===== src/rtl/hedios_rx_packetizer_if.sv =====
`default_nettype none
// ============================================================================
//  Module      : hedios_rx_packetizer_if
//  Description : Bundle of the byte-receive and packet-queue signals between
//                the UART receiver / Hedios controller and the packetizer.
//                slave  : the packetizer side (consumes bytes and pops,
//                         drives the packet head and status).
//                master : the environment side (UART receiver + controller).
//  Signals     : byte_valid      1   strobe, byte_data holds a received byte
//                byte_data       8   received byte
//                byte_frame_err  1   qualifies byte_valid: bad stop bit
//                pop_packet      1   consume FIFO head this cycle
//                packet_command  8   head command
//                packet_data     32  head data
//                queue_empty     1   FIFO holds 0 packets
//                queue_full      1   FIFO holds FIFO_DEPTH packets
//                lost_data       1   sticky: completed packet dropped
//                frame_err_count 8   saturating count of discarded frames
//  Revision    : 1.0  initial release
// ============================================================================
interface hedios_rx_packetizer_if;
    logic        byte_valid;
    logic [7:0]  byte_data;
    logic        byte_frame_err;
    logic        pop_packet;
    logic [7:0]  packet_command;
    logic [31:0] packet_data;
    logic        queue_empty;
    logic        queue_full;
    logic        lost_data;
    logic [7:0]  frame_err_count;

    modport slave (
        input  byte_valid,
        input  byte_data,
        input  byte_frame_err,
        input  pop_packet,
        output packet_command,
        output packet_data,
        output queue_empty,
        output queue_full,
        output lost_data,
        output frame_err_count
    );

    modport master (
        output byte_valid,
        output byte_data,
        output byte_frame_err,
        output pop_packet,
        input  packet_command,
        input  packet_data,
        input  queue_empty,
        input  queue_full,
        input  lost_data,
        input  frame_err_count
    );
endinterface
`default_nettype wire


===== src/rtl/hedios_rx_packetizer.sv =====
`default_nettype none
// ============================================================================
//  Module      : hedios_rx_packetizer
//  Description : Assembles 5-byte UART frames (command byte + 4 data bytes,
//                MSB first) into packets and queues them in a show-ahead FIFO
//                popped by the Hedios controller. Partial frames are dropped
//                on a framing error or an inter-byte timeout so that a lost
//                byte never shifts the alignment of later packets.
//  Parameters  : FIFO_DEPTH      packet slots, power of 2, >= 2
//                TIMEOUT_CYCLES  max idle cycles between bytes in a frame
//  Ports       : clk             system clock
//                rst             asynchronous, active-low reset
//                bus             hedios_rx_packetizer_if.slave (byte input,
//                                pop request, packet head and status)
//  Revision    : 1.0  initial release
// ============================================================================
module hedios_rx_packetizer #(
    parameter int FIFO_DEPTH     = 8,
    parameter int TIMEOUT_CYCLES = 2000
) (
    input  wire logic               clk,
    input  wire logic               rst,
    hedios_rx_packetizer_if.slave   bus
);

    localparam int PTR_W   = $clog2(FIFO_DEPTH);
    localparam int CNT_W   = PTR_W + 1;
    localparam int TIMER_W = $clog2(TIMEOUT_CYCLES + 1);

    localparam logic [CNT_W-1:0]   CNT_FULL     = CNT_W'(FIFO_DEPTH);
    localparam logic [TIMER_W-1:0] TIMER_LAST   = TIMER_W'(TIMEOUT_CYCLES - 1);

    typedef enum logic [0:0] {
        S_IDLE = 1'b0,
        S_DATA = 1'b1
    } state_t;

    // ------------------------------------------------------------------------
    // Frame assembly state
    // ------------------------------------------------------------------------
    state_t               state_q, state_d;
    logic [1:0]           idx_q, idx_d;
    logic [TIMER_W-1:0]   timer_q, timer_d;
    logic [7:0]           cmd_q, cmd_d;
    logic [31:0]          shift_q, shift_d;
    logic [7:0]           err_cnt_q, err_cnt_d;

    logic                 commit;
    logic                 discard;
    logic [7:0]           push_cmd;
    logic [31:0]          push_data;

    // ------------------------------------------------------------------------
    // FIFO state
    // ------------------------------------------------------------------------
    logic [7:0]           cmd_mem  [FIFO_DEPTH];
    logic [31:0]          data_mem [FIFO_DEPTH];
    logic [PTR_W-1:0]     wr_ptr_q, wr_ptr_d;
    logic [PTR_W-1:0]     rd_ptr_q, rd_ptr_d;
    logic [PTR_W-1:0]     rd_ptr_inc;
    logic [CNT_W-1:0]     count_q, count_d;
    logic                 lost_q, lost_d;
    logic [7:0]           head_cmd_q, head_cmd_d;
    logic [31:0]          head_data_q, head_data_d;

    logic                 do_push;
    logic                 do_pop;

    // ------------------------------------------------------------------------
    // Frame state machine: next state
    // ------------------------------------------------------------------------
    always_comb begin
        state_d   = state_q;
        idx_d     = idx_q;
        timer_d   = timer_q;
        cmd_d     = cmd_q;
        shift_d   = shift_q;
        err_cnt_d = err_cnt_q;
        commit    = 1'b0;
        discard   = 1'b0;

        case (state_q)
            S_IDLE: begin
                // A corrupted byte here cannot be a command; drop it silently.
                if (bus.byte_valid && !bus.byte_frame_err) begin
                    cmd_d   = bus.byte_data;
                    idx_d   = 2'd0;
                    timer_d = '0;
                    state_d = S_DATA;
                end
            end

            S_DATA: begin
                if (bus.byte_valid) begin
                    timer_d = '0;
                    if (bus.byte_frame_err) begin
                        discard = 1'b1;
                        state_d = S_IDLE;
                    end else begin
                        shift_d = {shift_q[23:0], bus.byte_data};
                        if (idx_q == 2'd3) begin
                            commit  = 1'b1;
                            state_d = S_IDLE;
                        end else begin
                            idx_d = idx_q + 2'd1;
                        end
                    end
                end else if (timer_q == TIMER_LAST) begin
                    // This idle cycle brings the timer to TIMEOUT_CYCLES.
                    timer_d = '0;
                    discard = 1'b1;
                    state_d = S_IDLE;
                end else begin
                    timer_d = timer_q + TIMER_W'(1);
                end
            end

            default: begin
                state_d = S_IDLE;
            end
        endcase

        if (discard && (err_cnt_q != 8'hFF)) begin
            err_cnt_d = err_cnt_q + 8'd1;
        end
    end

    // The committed packet is formed from the live 5th byte so the push
    // happens in the strobe cycle itself.
    assign push_cmd  = cmd_q;
    assign push_data = {shift_q[23:0], bus.byte_data};

    // ------------------------------------------------------------------------
    // FIFO control
    // ------------------------------------------------------------------------
    assign rd_ptr_inc = rd_ptr_q + PTR_W'(1);
    assign do_pop     = bus.pop_packet && (count_q != '0);
    // A simultaneous pop frees the slot, so a push into a full FIFO is
    // still accepted in that case.
    assign do_push    = commit && ((count_q != CNT_FULL) || do_pop);

    always_comb begin
        wr_ptr_d    = wr_ptr_q;
        rd_ptr_d    = rd_ptr_q;
        count_d     = count_q;
        lost_d      = lost_q;
        head_cmd_d  = head_cmd_q;
        head_data_d = head_data_q;

        if (do_push) begin
            wr_ptr_d = wr_ptr_q + PTR_W'(1);
        end
        if (do_pop) begin
            rd_ptr_d = rd_ptr_inc;
        end
        count_d = count_q + CNT_W'(do_push) - CNT_W'(do_pop);

        if (commit && !do_push) begin
            lost_d = 1'b1;
        end

        // Show-ahead head register. When the FIFO goes empty it simply keeps
        // the last packet, which gives the required hold behaviour.
        if (do_pop) begin
            if (count_q > CNT_W'(1)) begin
                head_cmd_d  = cmd_mem[rd_ptr_inc];
                head_data_d = data_mem[rd_ptr_inc];
            end else if (do_push) begin
                head_cmd_d  = push_cmd;
                head_data_d = push_data;
            end
        end else if ((count_q == '0) && do_push) begin
            head_cmd_d  = push_cmd;
            head_data_d = push_data;
        end
    end

    // ------------------------------------------------------------------------
    // Registers
    // ------------------------------------------------------------------------
    always_ff @(posedge clk or negedge rst) begin
        if (!rst) begin
            state_q     <= S_IDLE;
            idx_q       <= 2'd0;
            timer_q     <= '0;
            cmd_q       <= 8'd0;
            shift_q     <= 32'd0;
            err_cnt_q   <= 8'd0;
            wr_ptr_q    <= '0;
            rd_ptr_q    <= '0;
            count_q     <= '0;
            lost_q      <= 1'b0;
            head_cmd_q  <= 8'd0;
            head_data_q <= 32'd0;
        end else begin
            state_q     <= state_d;
            idx_q       <= idx_d;
            timer_q     <= timer_d;
            cmd_q       <= cmd_d;
            shift_q     <= shift_d;
            err_cnt_q   <= err_cnt_d;
            wr_ptr_q    <= wr_ptr_d;
            rd_ptr_q    <= rd_ptr_d;
            count_q     <= count_d;
            lost_q      <= lost_d;
            head_cmd_q  <= head_cmd_d;
            head_data_q <= head_data_d;
        end
    end

    // Packet storage needs no reset: only slots covered by count are read.
    always_ff @(posedge clk) begin
        if (do_push) begin
            cmd_mem[wr_ptr_q]  <= push_cmd;
            data_mem[wr_ptr_q] <= push_data;
        end
    end

    // ------------------------------------------------------------------------
    // Outputs
    // ------------------------------------------------------------------------
    assign bus.packet_command  = head_cmd_q;
    assign bus.packet_data     = head_data_q;
    assign bus.queue_empty     = (count_q == '0);
    assign bus.queue_full      = (count_q == CNT_FULL);
    assign bus.lost_data       = lost_q;
    assign bus.frame_err_count = err_cnt_q;

endmodule
`default_nettype wire


===== src/flat_wrapper.sv =====
// flat-port wrapper written by rule: the top's interface ports become plain ports
module hedios_rx_packetizer_flat 
#(
    parameter int FIFO_DEPTH     = 8,
    parameter int TIMEOUT_CYCLES = 2000
)
  (clk, rst, bus_byte_valid, bus_byte_data, bus_byte_frame_err, bus_pop_packet, bus_packet_command, bus_packet_data, bus_queue_empty, bus_queue_full, bus_lost_data, bus_frame_err_count);
  hedios_rx_packetizer_if bus_i ();
  input  wire logic clk;
  input  wire logic rst;
  input wire logic [$bits(bus_i.byte_valid)-1:0] bus_byte_valid;
  input wire logic [$bits(bus_i.byte_data)-1:0] bus_byte_data;
  input wire logic [$bits(bus_i.byte_frame_err)-1:0] bus_byte_frame_err;
  input wire logic [$bits(bus_i.pop_packet)-1:0] bus_pop_packet;
  output wire logic [$bits(bus_i.packet_command)-1:0] bus_packet_command;
  output wire logic [$bits(bus_i.packet_data)-1:0] bus_packet_data;
  output wire logic [$bits(bus_i.queue_empty)-1:0] bus_queue_empty;
  output wire logic [$bits(bus_i.queue_full)-1:0] bus_queue_full;
  output wire logic [$bits(bus_i.lost_data)-1:0] bus_lost_data;
  output wire logic [$bits(bus_i.frame_err_count)-1:0] bus_frame_err_count;
  assign bus_i.byte_valid = bus_byte_valid;
  assign bus_i.byte_data = bus_byte_data;
  assign bus_i.byte_frame_err = bus_byte_frame_err;
  assign bus_i.pop_packet = bus_pop_packet;
  assign bus_packet_command = bus_i.packet_command;
  assign bus_packet_data = bus_i.packet_data;
  assign bus_queue_empty = bus_i.queue_empty;
  assign bus_queue_full = bus_i.queue_full;
  assign bus_lost_data = bus_i.lost_data;
  assign bus_frame_err_count = bus_i.frame_err_count;
  hedios_rx_packetizer #(.FIFO_DEPTH(FIFO_DEPTH), .TIMEOUT_CYCLES(TIMEOUT_CYCLES)) u_core (.clk(clk), .rst(rst), .bus(bus_i));
endmodule

===== config.mk =====
export PLATFORM = sky130hd
export DESIGN_NAME = hedios_rx_packetizer_flat
export DESIGN_NICKNAME = d
export VERILOG_FILES = /design/src/rtl/hedios_rx_packetizer_if.sv /design/src/rtl/hedios_rx_packetizer.sv /design/src/flat_wrapper.sv
export SDC_FILE = /design/constraint.sdc
export NUM_CORES = 1
export LEC_CHECK = 0
export ABC_AREA = 1
export CAP_MARGIN = 5
export CORE_MARGIN = 10
export CORE_UTILIZATION = 55
export CTS_CLUSTER_SIZE = 14
export DETAILED_ROUTE_END_ITERATION = 12
export GPL_TIMING_DRIVEN = 0
export HOLD_SLACK_MARGIN = 0.15
export MAX_ROUTING_LAYER = met4
export PLACE_DENSITY = 0.76
export SLEW_MARGIN = 20
export SYNTH_ARGS = -nofsm -noshare
export SYNTH_HDL_FRONTEND = slang
export SYNTH_SLANG_ARGS = --single-unit

===== constraint.sdc =====
create_clock -name clk -period 8.35 [get_ports clk]
set_input_delay 1.67 -clock clk [delete_from_list [all_inputs] [get_ports clk]]
set_output_delay 1.67 -clock clk [all_outputs]
set_load 0.05 [all_outputs]

==> results of run 1 <==
[flip-flops by register name, indices dropped and copies added (netlist names)]
| register | count |
|---|---|
| u_core.bus.frame_err_count | 8 |
| u_core.bus.lost_data | 1 |
| u_core.bus.packet_command | 8 |
| u_core.bus.packet_data | 32 |
| u_core.cmd_mem | 64 |
| u_core.cmd_q | 8 |
| u_core.count_q | 4 |
| u_core.data_mem | 256 |
| u_core.idx_q | 2 |
| u_core.rd_ptr_q | 3 |
| u_core.shift_q | 24 |
| u_core.state_q | 1 |
| u_core.timer_q | 11 |
| u_core.wr_ptr_q | 3 |
[through the flow]
step	setup slack, ns	hold slack [ns]	total power [W]
after floorplan	3.823	0.4570	0.004660
after global placement	1.246	0.4641	0.005599
after detailed placement	4.004	0.4653	0.005680
after CTS	4.311	0.4805	0.007681
after global routing	4.240	0.5086	0.008080
final	4.327	0.4739	0.007685
[routing by layer]
| layer | routed length [um] | share of wire | vias to the layer above |
|---|---|---|---|
| li1 | - | - | 6207 |
| met1 | 18340 | 0.40 | 6445 |
| met4 | 1062 | 0.023 | 0 |
| met3 | 4288 | 0.093 | 93 |
| met2 | 22390 | 0.49 | 631 |
| met5 | 0 | 0 | - |
[synthesized netlist by cell type, types with 2 or more instances]
cell type and number:
nand2_1 722, edfxtp_1 320, inv_1 274, nand3_1 256, dfrtp_1 105, buf_2 34
o21ai_0 29, clkbuf_1 23, nor2_1 21, buf_4 15, ha_1 11, xor2_1 10
xnor2_1 9, inv_2 6, buf_1 5, buf_6 4, nand2_2 4, nor2_2 4
nor2_4 4, nor3_1 4, a21oi_1 2, nand2_4 2
[how the worst max path moves through the flow]
| stage | to | slack, ns | cells after the start |
|---|---|---|---|
| global placement | u_core.bus.packet_command[2] | 1.25 | 1 |
| detailed placement | u_core.cmd_mem[7][2] | 4.00 | 11 |
| floorplan | u_core.cmd_mem[0][0] | 3.82 | 7 |
| finish | bus_queue_full | 4.33 | 5 |
| CTS | bus_queue_full | 4.31 | 5 |
| global route | bus_queue_full | 4.24 | 5 |
[report_power, final]
part           switching, W  internal [W]  total, W  leakage, nW
Clock              0.000810       0.00117   0.00198        0.710
Sequential         0.000201       0.00251   0.00271         4.25
Combinational       0.00209      0.000905   0.00300         4.74
[worst max-delay path, stage by stage, from the launching register on]
cell and delay (ns):
dfrtp_1 0.36, inv_1 0.11, ha_1 0.17, nand2_1 0.05, nor2_1 0.25, clkdlybuf4s50_1 0.87
[logic make-up (layout without fill, tap and decap cells)]
| kind of cell | Yosys count | after routing | share of synthesized area |
|---|---|---|---|
| xor+xnor | 19 | 19 | 0.009010 |
| buf+inv | 361 | 521 | 0.08035 |
| fa+ha+maj | 12 | 12 | 0.008536 |
| simple gates | 1020 | 1020 | 0.2289 |
| compound gates | 35 | 35 | 0.01064 |
| flops | 425 | 425 | 0.6626 |
[area by class of cell]
class | count | area [um^2]
sequential | 425 | 12240
fill | 2597 | 11800
multi-input combinational | 1086 | 4808
clock buffer | 62 | 1240
inverter | 280 | 1051
timing repair buffer | 78 | 1022
tap | 448 | 560.5
buffer | 81 | 432.9
clock inverter | 20 | 214.0
==> metrics.md, run 1 <==
| Metric | Value |
|---|---|
| Commonest non-fill, non-tap cell in the layout | `nand2_1` |
| Crit path kind | `flip-flop to output pin` |
| Register area share after synthesis | `0.6626` |
| Main synth FF type | `edfxtp_1` |
| Max Cap Violations | `0` |
| Clk buf depth | `3` |
| Num CTS Buffers | `44` |
| Reg-to-reg critical path startpoint | `u_core.count_q[2]` |
| Non-Filler Instances | `2480` |
| Minimum clock period | `4.023 ns` |
| Initial antenna violation count | `1` |
| Synth unique cells | `30` |
| # setup viols final | `0` |
| Most frequent cells in the layout | `nand2_1, edfxtp_1, inv_1` |
| Hold Path Sink | `u_core.bus.packet_command[4]` |
| Hold Crit Start | `u_core.bus.packet_command[4]` |
| Worst R2R End | `u_core.data_mem[7][22]` |
| Met3 Use GR | `0.04188` |
| Post-synth top area share | `0.5203` |
| Gpl congestion | `between 0.8 and 0.9` |
| GR peak layer | `met2` |
| Diode count | `0` |
| Vias/cell | `between 5 and 6` |
| Post-synth EDFFs | `320` |
| R2R Setup Slk | `between 5 and 6 ns` |
| Critical path startpoint category | `flip-flop` |
| Area contributors post-synth | `edfxtp_1, nand2_1, dfrtp_1, nand3_1, inv_1` |
| Residual DRC | `0` |
| Leakage | `9.701 nW` |
| Layout overhead on the synthesized area | `16.77%` |
| Final Net Count | `about 2000` |
| Worst-Skew Late Latency | `0.55 ns` |
| Setup TNS | `0 ns` |
| Hold path cells | `2` |
| Fmax | `approximately 250 MHz` |
| GR Util met2 | `0.3693` |
| Critical path endpoint category | `output pin` |
| Core area | `about 33000 um^2` |
| Post-synthesis cell area | `18470 um^2` |
| Num rows | `67` |
| Worst min-delay path class | `flip-flop to flip-flop` |
| Hold-fix buffers at CTS | `0` |
| Post-CTS setup buffer count | `0` |
| Cts repair resizes | `0` |
| Final Hold Violating Endpoints | `0` |
| Die area | `approximately 41000 um^2` |
| Initial Util | `0.5536` |
| Worst endpoint required time | `roughly 6.7 ns` |
| Final Skew | `~0.017 ns` |
| Worst setup path startpoint | `u_core.count_q[2]` |
| WL final | `46080 um` |
| Syn_nets | `1897` |
| Final instance area | `roughly 22000 um^2` |
| Area leader, netlist | `edfxtp_1` |
| Tcrit/Tclk final | `0.4818` |
| Worst endpoint data arrival time | `2.35 ns` |
| Largest net degree at the start of global routing | `between 70 and 80` |
| Clock Pin Slew Worst Setup and Hold Paths | `0.06 ns` |
| H-tree depth | `2` |
| DR WL/cell | `18.58 um` |
| Dpl cell area | `20110 um^2` |
| Highest ir drop seen on vdd | `0.2268 mV` |
| Detailed router's first-iteration violation count | `approximately 1400` |
| RSZ-0062 raised after global routing | `false` |
| Crit-path max FO | `3` |
| Status | `finished clean` |
| Final ANT Viol Nets | `0` |
| Root buffer cell | `clkbuf_16` |
| I/O pin cnt | `between 60 and 70` |
| Port Buffers | `63` |
| Worst Tran Pin Value | `just under 0.8 ns` |
| Total track usage | `0.2278` |
| Worst r2r path cells | `11` |
| Vias | `13380` |
| Share of cells above drive strength 1 | `0.08219` |
| M1 GR Usage | `0.2896` |
| Power Dens Cells | `~360 nW/um^2` |
| Remaining global-route overflow | `0` |
| Die Y | `around 200 um` |
| Number of global-route vias before repair | `around 13000` |
| Slew headroom | `0.4725` |
| Synth warn | `0` |
| Cells after DPL | `~2400` |
| Syn avg cell area | `between 9 and 10 um^2` |
| Global-route wire length before repair | `72150 um` |
| Slew Limit Fails | `0` |
| DR pass1 iterations | `5` |
| HPWL after DPL | `29530 um` |
| Synth Instances | `approximately 1900` |
| #FFs+latches synth | `425` |
| Async SR Flop Fraction | `0.2471` |
| CTS tree | `yes` |
| Clk sink count | `425` |
| Die W | `a little over 200 um` |
| Final Util | `0.6464` |
No activity file was read; power rests on OpenSTA's default activity.
==> inputs of run 2 (changes only) <==
==> constraint.sdc (replaced) <==
create_clock -name clk -period 3.8 [get_ports clk]
set_input_delay 0.76 -clock clk [delete_from_list [all_inputs] [get_ports clk]]
set_output_delay 0.76 -clock clk [all_outputs]
set_load 0.05 [all_outputs]
==> metrics.md, run 2 (synthesis results as in run 1) <==
| Metric | Value |
|---|---|
| Status | `finished clean` |
| Clk sink count | `approximately 430` |
| WL final | `46140 um` |
| Hold Crit Start | `u_core.bus.packet_command[4]` |
| Remaining global-route overflow | `0` |
| Port Buffers | `63` |
| GR peak layer | `met2` |
| Global-route wire length before repair | `approximately 72000 um` |
| Post-CTS setup buffer count | `0` |
| Worst endpoint required time | `between 3 and 4 ns` |
| Met3 Use GR | `0.04188` |
| Worst min-delay path class | `flip-flop to flip-flop` |
| DR WL/cell | `18.60 um` |
| Number of global-route vias before repair | `between 10000 and 15000` |
| Clk buf depth | `3` |
| M1 GR Usage | `0.2896` |
| CTS tree | `yes` |
| Leakage | `around 9.7 nW` |
| Most frequent cells in the layout | `nand2_1, edfxtp_1, inv_1` |
| Final Skew | `roughly 0.015 ns` |
| Tcrit/Tclk final | `0.8193` |
| Reg-to-reg critical path startpoint | `u_core.count_q[2]` |
| Highest ir drop seen on vdd | `between 0.4 and 0.5 mV` |
| Final WS setup | `slightly below 0.7 ns` |
| Final Net Count | `~2000` |
| Initial Util | `0.5536` |
| Layout overhead on the synthesized area | `16.82%` |
| Detailed router's first-iteration violation count | `around 1400` |
| Worst endpoint data arrival time | `roughly 2.4 ns` |
| Clock Pin Slew Worst Setup and Hold Paths | `around 0.060 ns` |
| Worst Tran Pin Value | `just under 0.8 ns` |
| Num rows | `67` |
| Num CTS Buffers | `44` |
| # setup viols final | `0` |
| GR Util met2 | `0.3693` |
| Cells after DPL | `about 2400` |
| Worst slack at placement | `~0.36 ns` |
| Commonest non-fill, non-tap cell in the layout | `nand2_1` |
| Die Y | `between 200 and 250 um` |
| Fill cell count | `2596` |
| Slew headroom | `0.4693` |
| Initial antenna violation count | `1` |
| Vias/cell | `approximately 5.4` |
| Die area | `roughly 41000 um^2` |
| DR pass1 iterations | `6` |
| Total track usage | `0.2278` |
| Root buffer cell | `clkbuf_16` |
| Diode count | `0` |
| Largest net degree at the start of global routing | `73` |
| Crit-path max FO | `3` |
| Gpl congestion | `between 0.8 and 0.9` |
| Cts repair resizes | `0` |
| Residual DRC | `0` |
| Fmax | `321.2 MHz` |
| Core area | `around 33000 um^2` |
| Power Dens Cells | `~780 nW/um^2` |
| Hold-fix buffers at CTS | `1` |
| I/O pin cnt | `64` |
| Final ANT Viol Nets | `0` |
| Critical path endpoint category | `output pin` |
| Worst-Skew Late Latency | `approximately 0.54 ns` |
| Slew Limit Fails | `0` |
| H-tree depth | `2` |
| Vias | `around 13000` |
| Worst setup path startpoint | `u_core.count_q[2]` |
| Max reg flops | `around 260` |
| Critical path startpoint category | `flip-flop` |
| Die W | `a little over 200 um` |
| Crit path kind | `flip-flop to output pin` |
| Top reg by flops | `u_core.data_mem` |
| HPWL after DPL | `29530 um` |
| Minimum clock period | `around 3.1 ns` |
| RSZ-0062 raised after global routing | `false` |
| Share of cells above drive strength 1 | `0.08214` |
| Max Cap Violations | `0` |
| Non-Filler Instances | `~2500` |
| Final Hold Violating Endpoints | `0` |
## run 2: layout make-up
cell class                 instances  area, um^2  area share
buffer                            81       432.9     0.02006
clock buffer                      62        1240     0.05747
clock inverter                    20       214.0    0.009916
inverter                         280        1051     0.04871
multi-input combinational       1086        4808      0.2229
sequential                       425       12240      0.5672
tap                              448       560.5     0.02598
timing repair buffer              79        1032     0.04784
## run 2: path summary, 6_finish.rpt
path / to / slack (ns) / depth (start not counted)
max: bus_queue_full / 0.69 / 5
min: u_core.bus.packet_command[4] / 0.47 / 2
max reg2reg: u_core.data_mem[1][23] / 1.09 / 10
min reg2reg: u_core.bus.packet_command[4] / 0.47 / 2
max in group asynchronous: u_core.bus.packet_command[4] / 2.41 / 3
min in group asynchronous: u_core.bus.packet_data[19] / 0.68 / 2
## run 2: where the power goes
part | internal (W) | total [W] | switching, W
registers | 0.00552 | 0.00596 | 0.000442
logic | 0.00199 | 0.00660 | 0.00461
clock network | 0.00256 | 0.00434 | 0.00178
## run 2: layer usage
layer	vias up	part of all wire	wire (um)
met3	85	0.096	4442
met5	-	0	0
met2	650	0.48	22350
li1	6207	-	-
met1	6374	0.40	18260
met4	0	0.023	1083
## run 2: critical path, cell delays in order, from the launching register on
cell and delay (ns):
dfrtp_1 0.36, inv_1 0.11, ha_1 0.17, nand2_1 0.06
nor2_1 0.25, clkdlybuf4s50_1 0.87
## run 2: per-stage QoR
stage / hold slack [ns] / TNS (ns) / power (W) / cell area [um^2] / utilization
floorplan: 0.4570 / 0 / 0.01024 / 18470 / -
global placement: 0.4641 / -833.65 / 0.01230 / 19660 / 0.5893
detailed placement: 0.4653 / 0 / 0.01248 / 20110 / 0.6028
CTS: 0.4805 / 0 / 0.01688 / 21580 / 0.6467
global route: 0.5086 / 0 / 0.01776 / 21580 / 0.6467
finish: 0.4738 / 0 / 0.01690 / 21580 / 0.6467
